## src/rtl/bcd_mod_counter.sv

```systemverilog
// Two-digit BCD up/down modulo counter with wrap-around, range-checked
// load and a combinational carry for chaining stages.
module bcd_mod_counter #(
    parameter int MIN_VAL = 0,
    parameter int MAX_VAL = 59
) (
    input  logic       i_clk,
    input  logic       i_reset,
    input  logic       i_ena,
    input  logic       i_inc,
    input  logic       i_load,
    input  logic [7:0] i_load_val,
    output logic [7:0] o_q,
    output logic       o_carry,
    output logic       o_roll,
    output logic       o_load_err
);

    if (MIN_VAL < 0 || MIN_VAL >= MAX_VAL || MAX_VAL > 99) begin : g_bad_range
        $fatal(1, "bcd_mod_counter: need 0 <= MIN_VAL < MAX_VAL <= 99");
    end

    localparam logic [7:0] MIN_BCD = {4'(MIN_VAL / 10), 4'(MIN_VAL % 10)};
    localparam logic [7:0] MAX_BCD = {4'(MAX_VAL / 10), 4'(MAX_VAL % 10)};

    logic [3:0] tens;
    logic [3:0] units;
    logic       at_max;
    logic       at_min;
    logic       wrap;
    logic [7:0] q_step;
    logic [8:0] lo_diff;
    logic [8:0] hi_diff;
    logic       digits_ok;
    logic       load_ok;

    assign tens   = o_q[7:4];
    assign units  = o_q[3:0];
    assign at_max = (o_q == MAX_BCD);
    assign at_min = (o_q == MIN_BCD);
    assign wrap   = i_inc ? at_max : at_min;

    assign o_carry = i_ena & ~i_load & ~i_reset & wrap;

    // Valid BCD orders like its decimal value, so range checks use raw codes;
    // borrow bits avoid constant compares when MIN_VAL is 0.
    assign lo_diff   = {1'b0, i_load_val} - {1'b0, MIN_BCD};
    assign hi_diff   = {1'b0, MAX_BCD} - {1'b0, i_load_val};
    assign digits_ok = (i_load_val[7:4] <= 4'd9) && (i_load_val[3:0] <= 4'd9);
    assign load_ok   = digits_ok && !lo_diff[8] && !hi_diff[8];

    always_comb begin
        q_step = o_q;
        if (i_inc) begin
            if (at_max) begin
                q_step = MIN_BCD;
            end else if (units == 4'd9) begin
                q_step = {tens + 4'd1, 4'd0};
            end else begin
                q_step = {tens, units + 4'd1};
            end
        end else begin
            if (at_min) begin
                q_step = MAX_BCD;
            end else if (units == 4'd0) begin
                q_step = {tens - 4'd1, 4'd9};
            end else begin
                q_step = {tens, units - 4'd1};
            end
        end
    end

    always_ff @(posedge i_clk) begin
        if (i_reset) begin
            o_q        <= MIN_BCD;
            o_roll     <= 1'b0;
            o_load_err <= 1'b0;
        end else begin
            o_roll     <= 1'b0;
            o_load_err <= 1'b0;
            if (i_load) begin
                if (load_ok) begin
                    o_q <= i_load_val;
                end else begin
                    o_load_err <= 1'b1;
                end
            end else if (i_ena) begin
                o_q    <= q_step;
                o_roll <= wrap;
            end
        end
    end

endmodule

```

## config.mk

```make
export PLATFORM = sky130hd
export DESIGN_NAME = bcd_mod_counter
export DESIGN_NICKNAME = d
export VERILOG_FILES = /design/src/rtl/bcd_mod_counter.sv
export SDC_FILE = /design/constraint.sdc
export NUM_CORES = 1
export LEC_CHECK = 0
export ABC_AREA = 1
export ABC_CLOCK_PERIOD_IN_PS = 3100
export CAP_MARGIN = 20
export CORE_MARGIN = 8
export CORE_UTILIZATION = 51
export DETAILED_ROUTE_END_ITERATION = 8
export MAX_ROUTING_LAYER = met4
export PLACE_DENSITY = 0.88
export REMOVE_ABC_BUFFERS = 1
export SLEW_MARGIN = 15
export SYNTH_ARGS = -nofsm -noshare
export SYNTH_HDL_FRONTEND = slang
export SYNTH_SLANG_ARGS = --single-unit
```

## constraint.sdc

```tcl
create_clock -name i_clk -period 3.1 [get_ports i_clk]
set_clock_uncertainty 0.15 [all_clocks]
set_input_delay 0.31 -clock i_clk [delete_from_list [all_inputs] [get_ports i_clk]]
set_output_delay 0.31 -clock i_clk [all_outputs]
set_load 0.02 [all_outputs]
```

; ---- After elaboration in Yosys (flattened, before gate mapping)
; Index checks and enable logic that the tools add are counted.
[word_totals]
regBits = 10
word_cells = 42
out_inout_bits = 11
in_bits = 13
[op_classes]
n_lt_le_gt_ge = 2
muxes = 10
n_eq_ne = 4
addsub = 5
n_bitwise = 6
reduce_logical = 11
[op_table]
columns = op, count
row1 = 8-bit 2-to-1 mux, 8
row2 = 7-bit by 8-bit subtractor with 9-bit output (first input constant), 1
row3 = 4-bit by 1-bit adder with 4-bit output (second input constant), 2
row4 = 8-bit by 7-bit == test with 1-bit output (second input constant), 1
row5 = 4-bit <= comparator (second input constant), 2
row6 = 8-bit zero test, 1
row7 = 4-bit by 1-bit subtractor with 4-bit output (second input constant), 2
row8 = 4-bit == test (second input constant), 1
row9 = 4-bit zero test, 1
row10 = 4-bit by 1-bit != test with 1-bit output (second input constant), 1
row11 = 4-bit AND reduction, 1
row12 = 4-bit nonzero test, 1
row13 = 1-bit bitwise AND, 3
row14 = 1-bit inverter, 3
row15 = 3-bit OR reduction, 1
row16 = 1-bit logical AND, 2
row17 = 1-bit 2-to-1 mux, 2
row18 = 2-bit by 1-bit != test with 1-bit output (second input constant), 1
row19 = 2-bit AND reduction, 1
row20 = 2-bit nonzero test, 1
row21 = 2-bit OR reduction, 1
row22 = 1-bit zero test, 1

; ---- Longest topological paths before layout
; Gate-level depths: netlist of the first run.
[depth]
ltp_word = 6
depth_mapped = 10
ltp_nobuf = 10

; ---- Least setup slack after synthesis of the first run
; No wires, ideal clock.
[synth_timing]
kind = register -> output
start = reg o_q[0]
end = out o_carry
path_slack_ps = 1230
path_stages_with_launch = 7
arrival_ps = 1410
required_time_ps = 2640
path_buffers = 0
cell_sequence = dfxtp_1 -> inv_1 -> ha_1 -> nand2_2 -> nor2_1 -> o21ai_0 -> nor2_1
[synth_via]
elab_chain_len = 3
elab_cells_between_ends = 4
cone_classes = eq/ne (1) / mux (1) / bitwise (1) / reduce/logical (1)
[synth_rtl]
columns = item, line_no
row1 = from (decl), 13  ; output logic [7:0] o_q,
row2 = from (signal assigned), 83  ; o_q <= i_load_val;
row3 = from (signal assigned), 88  ; o_q <= q_step;
row4 = 8-bit by 7-bit == test with 1-bit output / 8-bit zero test (equally long branches), "39, 40"
row5 = 1-bit 2-to-1 mux (*), 41  ; assign wrap = i_inc ? at_max : at_min;
row6 = 1-bit bitwise AND (*), 43  ; assign o_carry = i_ena & ~i_load & ~i_reset & wrap;
row7 = to (decl), 14  ; output logic o_carry,
; Every way passes the cells marked *; elsewhere a longest branch is shown, timed or not.

; ---- Worst setup path after layout of the first run
; Ends and elaborated chain as after synthesis.

==> metrics.cfg, run 1 <==
[die]
dieArea_mm2=0.00359
fp.dieW_um=59.9
rows=16
start_util=0.523
ios=24
die_y_um=59.9
core_mm2=0.00188

[hold_path]
min_to=o_q[7]
worstHoldPathCells=2
hold_start=o_q[7]
hold_path_class=reg -> reg

[route]
finalWirelength_um=2500
dr.pass1.iters=4
vias=1011
via_per_inst=4.93
antenna_left=0
wire_per_inst_um=12.2
drt_iter0_markers=29
drc=0

[cts]
post_cts_buffers=0
cts_sinks=10
cts_resized=0
hold_buffers=0
clk_path_buf_depth=2
clkSlewWorstSetupHoldPaths_ns=0.08
cts-root-buf=clkbuf_4
clk_latency_ns=0.27
cts_made_buffers=3
cts_max_level=1
cts_tree=yes

[timing]
fin_hold_ws_ns=0.418
fmax_ghz=0.377
maxSlewViolCount=0
worst_slew_margin_rel=0.774
fin_crit_ns=2.65
setup_violations=0
fin_setup_tns_ns=0
rsz0062_at_grt=false
worstMarginPinSlew_ns=0.338
min_period_over_period=0.856
final-hold-violation-count=0

[grt]
grt_max_degree=12
grt-ovfl-total=0
antenna_found_initial=0
grt_pass1_vias=1022
track_usage=0.159
grt_pass1_wl_um=4260

[power]
ir_drop_v=0.000245
p_leak_nw=0.583
p_per_area_mw_per_mm2=379

[setup_path]
rrSetupSlack_ns=1.35
end_kind=primary output
cp.required_ns=2.64
worstReg2RegStart=o_q[0]
critical_path.startpoint_type=register
rr_endpoint=o_q[6]
path_max_fanout=8
r2r_cells=10
crit_type=reg -> out
critical_path_arrival_ns=2.19

[logic_synthesis]
ys_ff_latch=10
synth.distinct_cells=27
yosysWarnings=0
avgSynthCellArea_um2=6.44
syn_area_um2=985
seq_area_frac_synth=0.203
netlist_instances=153

[place]
dp_hpwl_um=2030
placed_cell_area_mm2=0.00123
numPortBuffers=23
gp_congestion=0.937

[layout]
final_area_mm2=0.00126
antennaDiodeCount=0
area_growth_syn_to_layout_pct=28.5
drive_above_1_share=0.146
final_nets=200

[run]
maxCapViolCount=0

[run_status]
run_status=finished, final reports clean

state kept, by name, summed over array words and instances, names as in the netlist:
register / count
o_q: 8
o_load_err: 1
o_roll: 1
kinds of logic after synthesis:
family,Yosys count,synth area share
adders and majority gates,8,0.102
xor gates and xnor gates,3,0.0267
DFF,10,0.203
buffers and inverters,23,0.107
and+or+nand+nor,90,0.459
AOI/OAI and AO/OA,19,0.103
routing by layer:
layer | vias up | share of wire | GRT usage
li1 | 538 | - | -
met1 | 435 | 0.42 | 0.171
met2 | 34 | 0.49 | 0.278
met3 | 4 | 0.075 | 0.0344
met4 | 0 | 0.010 | 0.0612
met5 | - | 0 | -
area by class of cell:
cell class | count | area [µm²]
inverter | 20 | 77.6
fill | 191 | 617
sequential | 10 | 200
timing repair buffer | 24 | 238
clock buffer | 4 | 36.3
tap | 27 | 33.8
multi-input combinational | 120 | 679
worst max-delay path by stage:
stage	endpoint	cells after the start	start
after floorplan	o_carry	6	o_q[0]
after global placement	o_carry	5	i_reset
after detailed placement	o_carry	7	o_q[0]
after CTS	o_carry	7	o_q[0]
after global routing	o_carry	7	o_q[0]
final	o_carry	7	o_q[0]
critical path, stage by stage (launching register included):
cell,delay [ns]
dfxtp_1,0.48
inv_1,0.14
ha_1,0.27
nand2_2,0.14
nor2_1,0.08
o21ai_0,0.21
nor2_1,0.06
clkdlybuf4s50_1,0.54
cells in the mapped netlist (all sizes together):
cell type,n,area [µm²]
nand3b,2,15.0
buf,3,27.5
o21ai,11,55.1
nand4,3,18.8
nor3,1,5.00
nand3,15,92.6
o211ai,1,7.51
nand2,42,178
dfxtp,10,200
xor2,2,17.5
xnor2,1,8.76
inv,20,77.6
a21oi,7,38.8
nor2,27,143
ha,8,100
power breakdown:
group	internal, mW	total (mW)	switching, mW
combinational	0.0843	0.194	0.110
sequential	0.140	0.160	0.0203
clock	0.0713	0.125	0.0536
per-stage QoR:
stage | std cells | worst slack (ns) | utilization | total power, mW
6_report | 205 | 0.446 | 0.672 | 0.480
5_1_grt | 205 | 0.297 | 0.672 | 0.514
4_1_cts | 205 | 0.454 | 0.672 | 0.484
3_5_place_dp | 201 | 0.776 | 0.653 | 0.357
3_3_place_gp | 201 | 0.809 | 0.653 | 0.351
2_1_floorplan | 150 | 1.23 | - | 0.287
cells in the final DEF, fill, tap and decap left out:
cell             instances
o21ai_0                  4
nand4_1                  3
inv_1                   15
inv_4                    1
o211ai_1                 1
nand3b_1                 2
nor2_2                   4
a21oi_1                  6
nor2_4                   2
buf_4                    1
nand3_2                  1
nand2_4                  1
a21oi_2                  1
clkbuf_4                 3
inv_2                    4
nand2_2                  5
nor2_1                  20
nand3_1                 13
clkdlybuf4s50_1         23
ha_1                     8
nor3_1                   1
nand2_1                 36
dfxtp_1                 10
xnor2_1                  1
nand3_4                  1
xor2_1                   2
clkbuf_8                 1
nor2_8                   1
o21ai_1                  7
Note: power is estimated with default switching activity, not from simulation.
==> run 2: changes to the inputs <==
--- a/config.mk
+++ b/config.mk
@@ -11,6 +11,7 @@
 export CORE_MARGIN = 8
 export CORE_UTILIZATION = 51
 export DETAILED_ROUTE_END_ITERATION = 8
+export HOLD_SLACK_MARGIN = 0.06
 export MAX_ROUTING_LAYER = met4
 export PLACE_DENSITY = 0.88
 export REMOVE_ABC_BUFFERS = 1
==> results of run 2 <==
No change in the layout: final DEF, timing and power equal those of run 1.
